<file path="config.mk">
export PLATFORM = sky130hd
export DESIGN_NAME = conv_window_tagger_flat
export DESIGN_NICKNAME = d
export VERILOG_FILES = /design/src/rtl/conv_window_tagger_pkg.sv /design/src/rtl/conv_window_tagger_if.sv /design/src/rtl/conv_window_tagger_skid_buffer.sv /design/src/rtl/conv_window_tagger.sv /design/src/flat_wrapper.sv
export SDC_FILE = /design/constraint.sdc
export NUM_CORES = 1
export LEC_CHECK = 0
export BUFFER_PORTS_ARGS = -buffer_cell sky130_fd_sc_hd__clkbuf_2
export CAP_MARGIN = 30
export CORE_ASPECT_RATIO = 0.7
export CORE_MARGIN = 3
export CORE_UTILIZATION = 56
export CTS_BUF_LIST = sky130_fd_sc_hd__clkbuf_16
export DETAILED_ROUTE_END_ITERATION = 8
export PLACE_DENSITY = 0.73
export SYNTH_ARGS = -nofsm -noshare
export SYNTH_HDL_FRONTEND = slang
export SYNTH_SLANG_ARGS = --single-unit
</file>
<file path="constraint.sdc">
create_clock -name clk -period 4.1 [get_ports clk]
set_input_delay 0.615 -clock clk [delete_from_list [all_inputs] [get_ports clk]]
set_output_delay 0.615 -clock clk [all_outputs]
set_load 0.02 [all_outputs]
</file>
<file path="src/rtl/conv_window_tagger_pkg.sv">
// rtl/conv_window_tagger_pkg.sv - shared types and defaults for conv_window_tagger
// Purpose: FSM state encoding, per-beat tag flags, tagged-beat layout and
//          default kernel/data/counter sizes used by the tagger and its bench.
// Ports:   none (package).
package conv_pkg;

  localparam int DEF_K      = 3;
  localparam int DEF_DATA_W = 8;
  localparam int DEF_CNT_W  = 16;

  typedef enum logic [1:0] {
    IDLE   = 2'd0,
    STREAM = 2'd1,
    DRAIN  = 2'd2
  } state_t;

  typedef struct packed {
    logic win;
    logic sof;
    logic eol;
    logic eof;
  } tag_t;

  // Layout of one tagged beat at the default widths; the top packs the same
  // field order at its own parameterised widths.
  typedef struct packed {
    logic [DEF_DATA_W-1:0] data;
    logic [DEF_CNT_W-1:0]  col;
    logic [DEF_CNT_W-1:0]  row;
    tag_t                  tag;
  } beat_t;

endpackage

</file>
<file path="src/rtl/conv_window_tagger_if.sv">
// rtl/conv_window_tagger_if.sv - pixel-in / tagged-pixel-out stream bundle
// Purpose: groups the upstream pixel handshake and the downstream tagged beat.
// Ports:   s_valid/s_ready/s_data (pixel in), m_valid/m_ready/m_data,
//          m_col/m_row/m_win/m_sof/m_eol/m_eof (tagged pixel out).
// Modports: master = stream source/sink side, slave = tagger side.
interface conv_window_tagger_if #(
  parameter int DATA_W = 8,
  parameter int CNT_W  = 16
);
  logic              s_valid;
  logic              s_ready;
  logic [DATA_W-1:0] s_data;
  logic              m_valid;
  logic              m_ready;
  logic [DATA_W-1:0] m_data;
  logic [CNT_W-1:0]  m_col;
  logic [CNT_W-1:0]  m_row;
  logic              m_win;
  logic              m_sof;
  logic              m_eol;
  logic              m_eof;

  modport master (
    output s_valid, s_data, m_ready,
    input  s_ready, m_valid, m_data, m_col, m_row, m_win, m_sof, m_eol, m_eof
  );

  modport slave (
    input  s_valid, s_data, m_ready,
    output s_ready, m_valid, m_data, m_col, m_row, m_win, m_sof, m_eol, m_eof
  );
endinterface

</file>
<file path="src/rtl/conv_window_tagger_skid_buffer.sv">
// rtl/conv_window_tagger_skid_buffer.sv - generic 2-entry skid buffer
// Purpose: decouples upstream and downstream ready paths; both ready and
//          valid are decoded straight from the occupancy register.
// Ports:   clk, rst (async active-low), s_valid/s_ready/s_data in,
//          m_valid/m_ready/m_data out.
module skid_buffer #(
  parameter int W = 8
) (
  input  logic         clk,
  input  logic         rst,
  input  logic         s_valid,
  output logic         s_ready,
  input  logic [W-1:0] s_data,
  output logic         m_valid,
  input  logic         m_ready,
  output logic [W-1:0] m_data
);
  logic [W-1:0] mem [2];
  logic         wr_ptr;
  logic         rd_ptr;
  logic [1:0]   cnt;
  logic         in_xfer;
  logic         out_xfer;

  assign in_xfer  = s_valid & s_ready;
  assign out_xfer = m_valid & m_ready;

  always_ff @(posedge clk or negedge rst) begin
    if (!rst) begin
      mem[0] <= '0;
      mem[1] <= '0;
      wr_ptr <= 1'b0;
      rd_ptr <= 1'b0;
      cnt    <= 2'd0;
    end else begin
      if (in_xfer) begin
        mem[wr_ptr] <= s_data;
        wr_ptr      <= ~wr_ptr;
      end
      if (out_xfer) begin
        rd_ptr <= ~rd_ptr;
      end
      case ({in_xfer, out_xfer})
        2'b10:   cnt <= cnt + 2'd1;
        2'b01:   cnt <= cnt - 2'd1;
        default: cnt <= cnt;
      endcase
    end
  end

  assign s_ready = (cnt != 2'd2);
  assign m_valid = (cnt != 2'd0);
  // Head entry is only rewritten after it is popped, so it holds under stall.
  assign m_data  = mem[rd_ptr];
endmodule

</file>
<file path="src/rtl/conv_window_tagger.sv">
// rtl/conv_window_tagger.sv - raster pixel tagger with KxK window flag
// Purpose: tags each accepted pixel with col/row, window-complete, sof, eol
//          and eof, and forwards it through a 2-entry skid buffer.
// Ports:   clk, rst (async active-low), start (arms one frame),
//          bus (slave side of conv_window_tagger_if), frame_done (pulse when
//          the frame has drained), busy (FSM not idle).
// Option:  CONV_WINDOW_TAGGER_STRIDE2_EN - window flag only on stride-2 grid.
module conv_window_tagger
  import conv_pkg::*;
#(
  parameter int IMG_W  = 32,
  parameter int IMG_H  = 32,
  parameter int K      = DEF_K,
  parameter int DATA_W = DEF_DATA_W,
  parameter int CNT_W  = DEF_CNT_W
) (
  input  logic                 clk,
  input  logic                 rst,
  input  logic                 start,
  conv_window_tagger_if.slave  bus,
  output logic                 frame_done,
  output logic                 busy
);
  localparam logic [CNT_W-1:0] KM1      = CNT_W'(K - 1);
  localparam logic [CNT_W-1:0] COL_LAST = CNT_W'(IMG_W - 1);
  localparam logic [CNT_W-1:0] ROW_LAST = CNT_W'(IMG_H - 1);
  localparam int               PW       = DATA_W + 2 * CNT_W + $bits(tag_t);

  state_t           state;
  state_t           state_nx;
  logic [CNT_W-1:0] col;
  logic [CNT_W-1:0] row;
  tag_t             tag;
  tag_t             m_tag;
  logic             accept_en;
  logic             sb_ready;
  logic             in_xfer;
  logic [PW-1:0]    sb_out;

  // Tags are a function of the coordinates the pixel is accepted at.
  always_comb begin
    tag     = '0;
    tag.win = (col >= KM1) && (row >= KM1);
`ifdef CONV_WINDOW_TAGGER_STRIDE2_EN
    // Offset from K-1 is even exactly when the low bits agree.
    tag.win = tag.win && (col[0] == KM1[0]) && (row[0] == KM1[0]);
`endif
    tag.sof = (col == '0) && (row == '0);
    tag.eol = (col == COL_LAST);
    tag.eof = tag.eol && (row == ROW_LAST);
  end

  assign in_xfer = bus.s_valid & bus.s_ready;

  always_ff @(posedge clk or negedge rst) begin
    if (!rst) begin
      state <= IDLE;
    end else begin
      state <= state_nx;
    end
  end

  always_comb begin
    state_nx = state;
    case (state)
      IDLE:    if (start) state_nx = STREAM;
      STREAM:  if (in_xfer && tag.eof) state_nx = DRAIN;
      DRAIN:   if (!bus.m_valid) state_nx = IDLE;
      default: state_nx = IDLE;
    endcase
  end

  always_comb begin
    accept_en  = (state == STREAM);
    busy       = (state != IDLE);
    frame_done = (state == DRAIN) && !bus.m_valid;
  end

  always_ff @(posedge clk or negedge rst) begin
    if (!rst) begin
      col <= '0;
      row <= '0;
    end else if (state == IDLE && start) begin
      col <= '0;
      row <= '0;
    end else if (in_xfer) begin
      if (tag.eol) begin
        col <= '0;
        row <= tag.eof ? '0 : row + 1'b1;
      end else begin
        col <= col + 1'b1;
      end
    end
  end

  assign bus.s_ready = accept_en & sb_ready;

  skid_buffer #(.W(PW)) u_skid (
    .clk     (clk),
    .rst     (rst),
    .s_valid (bus.s_valid & accept_en),
    .s_ready (sb_ready),
    .s_data  ({bus.s_data, col, row, tag}),
    .m_valid (bus.m_valid),
    .m_ready (bus.m_ready),
    .m_data  (sb_out)
  );

  assign {bus.m_data, bus.m_col, bus.m_row, m_tag} = sb_out;
  assign bus.m_win = m_tag.win;
  assign bus.m_sof = m_tag.sof;
  assign bus.m_eol = m_tag.eol;
  assign bus.m_eof = m_tag.eof;
endmodule

</file>
<file path="src/flat_wrapper.sv">
// flat-port wrapper written by rule: the top's interface ports become plain ports
module conv_window_tagger_flat import conv_pkg::*;
#(
  parameter int IMG_W  = 32,
  parameter int IMG_H  = 32,
  parameter int K      = DEF_K,
  parameter int DATA_W = DEF_DATA_W,
  parameter int CNT_W  = DEF_CNT_W
)
  (clk, rst, start, frame_done, busy, bus_s_valid, bus_s_data, bus_m_ready, bus_s_ready, bus_m_valid, bus_m_data, bus_m_col, bus_m_row, bus_m_win, bus_m_sof, bus_m_eol, bus_m_eof);
  conv_window_tagger_if #(.DATA_W(DATA_W), .CNT_W(CNT_W)) bus_i ();
  input  logic clk;
  input  logic rst;
  input  logic start;
  output logic frame_done;
  output logic busy;
  input wire logic [$bits(bus_i.s_valid)-1:0] bus_s_valid;
  input wire logic [$bits(bus_i.s_data)-1:0] bus_s_data;
  input wire logic [$bits(bus_i.m_ready)-1:0] bus_m_ready;
  output wire logic [$bits(bus_i.s_ready)-1:0] bus_s_ready;
  output wire logic [$bits(bus_i.m_valid)-1:0] bus_m_valid;
  output wire logic [$bits(bus_i.m_data)-1:0] bus_m_data;
  output wire logic [$bits(bus_i.m_col)-1:0] bus_m_col;
  output wire logic [$bits(bus_i.m_row)-1:0] bus_m_row;
  output wire logic [$bits(bus_i.m_win)-1:0] bus_m_win;
  output wire logic [$bits(bus_i.m_sof)-1:0] bus_m_sof;
  output wire logic [$bits(bus_i.m_eol)-1:0] bus_m_eol;
  output wire logic [$bits(bus_i.m_eof)-1:0] bus_m_eof;
  assign bus_i.s_valid = bus_s_valid;
  assign bus_i.s_data = bus_s_data;
  assign bus_i.m_ready = bus_m_ready;
  assign bus_s_ready = bus_i.s_ready;
  assign bus_m_valid = bus_i.m_valid;
  assign bus_m_data = bus_i.m_data;
  assign bus_m_col = bus_i.m_col;
  assign bus_m_row = bus_i.m_row;
  assign bus_m_win = bus_i.m_win;
  assign bus_m_sof = bus_i.m_sof;
  assign bus_m_eol = bus_i.m_eol;
  assign bus_m_eof = bus_i.m_eof;
  conv_window_tagger #(.IMG_W(IMG_W), .IMG_H(IMG_H), .K(K), .DATA_W(DATA_W), .CNT_W(CNT_W)) u_core (.clk(clk), .rst(rst), .start(start), .bus(bus_i), .frame_done(frame_done), .busy(busy));
endmodule
</file>
After elaboration in Yosys (flattened, before gate mapping):

Cells that the tools add are included.

* add/sub/neg operators: 4
* order comparisons: 5
* equality and inequality tests: 10
* multiplexer cells: 18
* bitwise operators: 9
* reduce and logical (&&, ||, !) cells: 18

Operators with widths (count)
* $mux 44: 4
* $mux 16: 7
* $bwmux 88: 1
* $demux 44 s1: 1
* $add 16x1->16 const B: 2
* $eq 16x5->1 const B: 2
* $ge 16x2->1 const B: 2
* $logic_not 16->1: 2
* $reduce_bool 2->1: 5
* $ne 2x2->1 const B: 4
* $logic_and 1x1->1: 7
* $mux 2: 3
* $pmux 2 s3: 1
* $and 1x1->1: 5
* $eq 2x1->1 const B: 2
* $eq 2x2->1 const B: 2
* $ge 2x2->1 const B: 2
* $not 1->2: 2
* $pmux 2 s2: 1
* $reduce_and 3->1: 1
* $add 2x1->2 const B: 1
* $logic_not 2->1: 1
* $lt 2x1->1 const B: 1
* $not 1->1: 2
* other kinds (3): 3

* register bits after elaboration: 126
* bits of input ports: 13
* output and inout bits: 48
* word-level logic and storage cells: 72

Longest topological paths before layout:

* depth in word-level cells: 6
* depth in mapped cells: 9
* gate-level depth less buffers: 7

Cells and area by module:

Synthesis repeated with hierarchy kept, for this count alone.

* cell total of the unflattened synthesis: 484
* area, all modules: 6575.1 um^2

Modules (own cells, without submodules)
* skid_buffer: times used 1, cells each 252, area each 4414.2 um^2, seq. area each 2302.2 um^2
* conv_window_tagger: times used 1, cells each 232, area each 2160.8 um^2, seq. area each 850.8 um^2

Worst setup path before layout:

Ideal clock, no wire load.

* path kind: reg-to-reg
* start point: register u_core.col[11]
* end point: register u_core.row[12]
* library setup time: 0.078 ns
* arrival time: 2.647 ns
* data required time: 4.022 ns
* slack: 1.375 ns
* stages on the path, launching flop included: 9
* buffers on the path: 3
* clock period less this slack: 2.725 ns
* path through: dfrtp_1 > buf_4 > or4_4 > or4_4 > buf_6 > a211o_1 > buf_6 > or4_1 > a21oi_1

* word-level cells in the longest chain between the ends: 6
* elaborated cells between the ends (all ways): 8
* classes of those cells: eq/ne (1); mux (4); reduce/logical (3)

RTL lines
* from (decl): RTL line conv_window_tagger.sv:31 `logic [CNT_W-1:0] col;`
* from (signal assigned): RTL line conv_window_tagger.sv:91 `col <= col + 1'b1;`
* $eq 16x5->1 *: RTL line conv_window_tagger.sv:49 `tag.eol = (col == COL_LAST);`
* $logic_and 1x1->1: RTL line conv_window_tagger.sv:50 `tag.eof = tag.eol && (row == ROW_LAST);`
* $mux 16: RTL line conv_window_tagger.sv:89 `row <= tag.eof ? '0 : row + 1'b1;`
* $mux 16: RTL line conv_window_tagger.sv:87 `if (tag.eol) begin`
* $mux 16: RTL line conv_window_tagger.sv:86 `end else if (in_xfer) begin`
* $mux 16: RTL line conv_window_tagger.sv:83 `end else if (state == IDLE && start) begin`
* to (signal assigned): RTL line conv_window_tagger.sv:89
* to (decl): RTL line conv_window_tagger.sv:32 `logic [CNT_W-1:0] row;`

Mark *: on every way between the ends. The rest lies on a longest branch, timed or not. The select of a mux whose other input is x is not followed.
A chain may end at the register's enable or synchronous reset.

Worst setup path after layout:

* start point: register u_core.col[8]
* end point: register u_core.row[9]

The elaborated chain is that of the path after synthesis.

==> out/metrics.cfg <==
[worst_setup_path]
rrSetupSlack_ps = 1080
crit_type = reg2reg
endpoint_kind = flip-flop
r2r_start = u_core.col[8]
worstPathArrival_ps = 3350
cp.required_ps = 4430
critPathLaunchType = flip-flop
worstRegToRegCells = 5
r2r-end = u_core.row[9]
crit_path_max_fanout = 23

[cts]
clock_path_buffers = 2
cts_tree = built
root_buffer = clkbuf_16
post_cts_buffers = 0
cts_buffers = 17
cts.sinks = 126
clkLatencyLatePin_ps = 410
cts-resized-gates = 0
htreeDepth = 4
cts_hold_buf = 0
path_clk_slew_ps = 60

[sta]
fin_crit_sh = 0.737
tns_ps = 0
fin_worst_hold_slack_ps = 248
fin_skew_ps = 10.3
relSlewSlack = 0.405
slew_viol_final = 0
rsz0062_at_grt = false
max_freq_mhz = 331
finalHoldViolCount = 0
period_needed_ps = 3020
setup_violations = 0
max_slew.worst_pin.slew_ps = 890

[logic_synthesis]
syn-num-nets = 605
synth-edff-count = 0
ys_dominant_reg_cell = dfrtp_1
ys_ff_latch = 126
avgSynthCellArea_um2 = 10.3
yosys.area.top_type = dfrtp_1
yosys_warnings = 0
syn-instance-count = 585
ys_types = 44
yosys-top-cells-area = dfrtp_1, mux2_2, nand2_1
yosysTopAreaCellShare = 0.523
syn_area_um2 = 6030
async_flop_share = 1.00
ys_seq_area_frac = 0.523

[drt]
drtIter0Drc = 335
wl_mm = 13.5
avgViaCountPerCell = 5.87
postRouteAntennaNets = 0
vias = 4547
drt-wirelength-per-cell_um = 17.4
drc = 0
dr.pass1.iters = 5

[cells_and_area]
multi_input_area_um2 = 2670
finalNetCount = 650
fillCellCount = 780
layout_common_cells = nand2_1, dfrtp_1, mux2_2
layout_commonest_cell = nand2_1
seq_area_um2 = 3150
drive_gt1_frac = 0.297
syn_to_final_growth_pct = 15.8
num_antenna_cells = 0

[pwr]
power.leakage_nw = 3.33
power_density_nw_per_um2 = 708
ir_drop_mv = 0.437

[floorplan]
die_h_um = 92.8
coreArea_um2 = 10400
die_area_um2 = 12100
ios = 61
fp.dieW_um = 130
start_util = 0.578
fp-row-count = 31

[global_routing]
track_usage = 0.242
grt_pass1_vias = 4570
grt_pass1_wl_mm = 22.8
grt_max_degree = 54
antenna_found_initial = 0
grt.overflow.total = 0

[flow_run]
drv_cap = 0

[place]
place_congestion = 0.835
io_buffers = 60
hpwlAfterDp_mm = 8.87

[status]
status = complete, no violations

[min_path]
hold_class = in2async

## through the flow
step,utilization,power (mW),instances,setup slack [ps],area [µm²]
5_1_grt,0.670,5.23,775,989,6990
4_1_cts,0.670,4.98,775,1100,6990
3_5_place_dp,0.616,3.55,743,1140,6430
3_3_place_gp,0.612,3.44,741,1240,6390
2_1_floorplan,-,3.01,585,1370,6030
6_report,0.670,4.95,775,1080,6990
## Yosys cell counts (all sizes together) (2+ instances only)
cell and instances:
inv 9, and2 2, xnor2 12, nand3 13
dfrtp 126, xor2 3, nor2 18, nand2b 4
o311ai 2, or2 5, clkbuf 33, nor4 14
nor3 7, a21oi 11, a31o 2, and4 6
buf 9, mux2 82, or3 8, ha 7
or4 9, nor2b 2, nor3b 2, o21ai 29
nand4 11, nand2 136, o31ai 10
## cells by family (layout without fill, tap and decap cells)
family          Yosys count  count (layout)  share of synthesized area
fa+ha+maj                 7               7                     0.0145
flops                   126             126                      0.523
compound gates           64              64                     0.0651
xor+xnor                 15              15                     0.0218
buf+inv                  52             110                     0.0359
simple gates            239             239                      0.187
mux                      82              82                      0.153
## worst max path at each step
| stage | startpoint | end | slack (ps) | cells after the start |
|---|---|---|---|---|
| floorplan | u_core.col[11] | u_core.row[12] | 1370 | 8 |
| global placement | u_core.col[8] | u_core.row[15] | 1240 | 5 |
| detailed placement | u_core.col[8] | u_core.row[9] | 1140 | 5 |
| CTS | u_core.col[8] | u_core.row[9] | 1100 | 5 |
| global route | u_core.col[8] | u_core.row[9] | 990 | 5 |
| finish | u_core.col[8] | u_core.row[9] | 1080 | 5 |
## sequential cells by signal, summed over array words and instances, names as in the netlist
name and cells:
u_core.u_skid.mem 88, u_core.col 16, u_core.row 16, u_core.state 2
u_core.u_skid.cnt 2, u_core.u_skid.rd_ptr 1, u_core.u_skid.wr_ptr 1
## worst max-delay path: stages (launching register included)
cell     delay (ps)
dfrtp_1         450
or4_4           590
or4_4           580
a211o_1         530
or4_1           600
a21oi_1         180
## final cells by class
cell class,instances,area share
inverter,10,0.00537
clock buffer,17,0.0609
multi-input combinational,407,0.382
tap,132,0.0236
timing repair buffer,68,0.0573
sequential,126,0.452
clock inverter,15,0.0190
## report_power, final
group	total [mW]	switching [mW]	internal, mW
Clock	1.42	0.538	0.878
Sequential	1.87	0.279	1.59
Combinational	1.66	0.943	0.717
Total	4.95	1.76	3.19
## layer usage
| metal | wire length [µm] | vias up | track usage | share of wire |
|---|---|---|---|---|
| met4 | 188 | 0 | 0.0943 | 0.014 |
| li1 | - | 2128 | - | - |
| met2 | 5930 | 178 | 0.349 | 0.44 |
| met5 | 0 | - | 0 | 0 |
| met1 | 6460 | 2227 | 0.353 | 0.48 |
| met3 | 923 | 14 | 0.0576 | 0.068 |
Note: power is estimated with default switching activity, not from simulation.
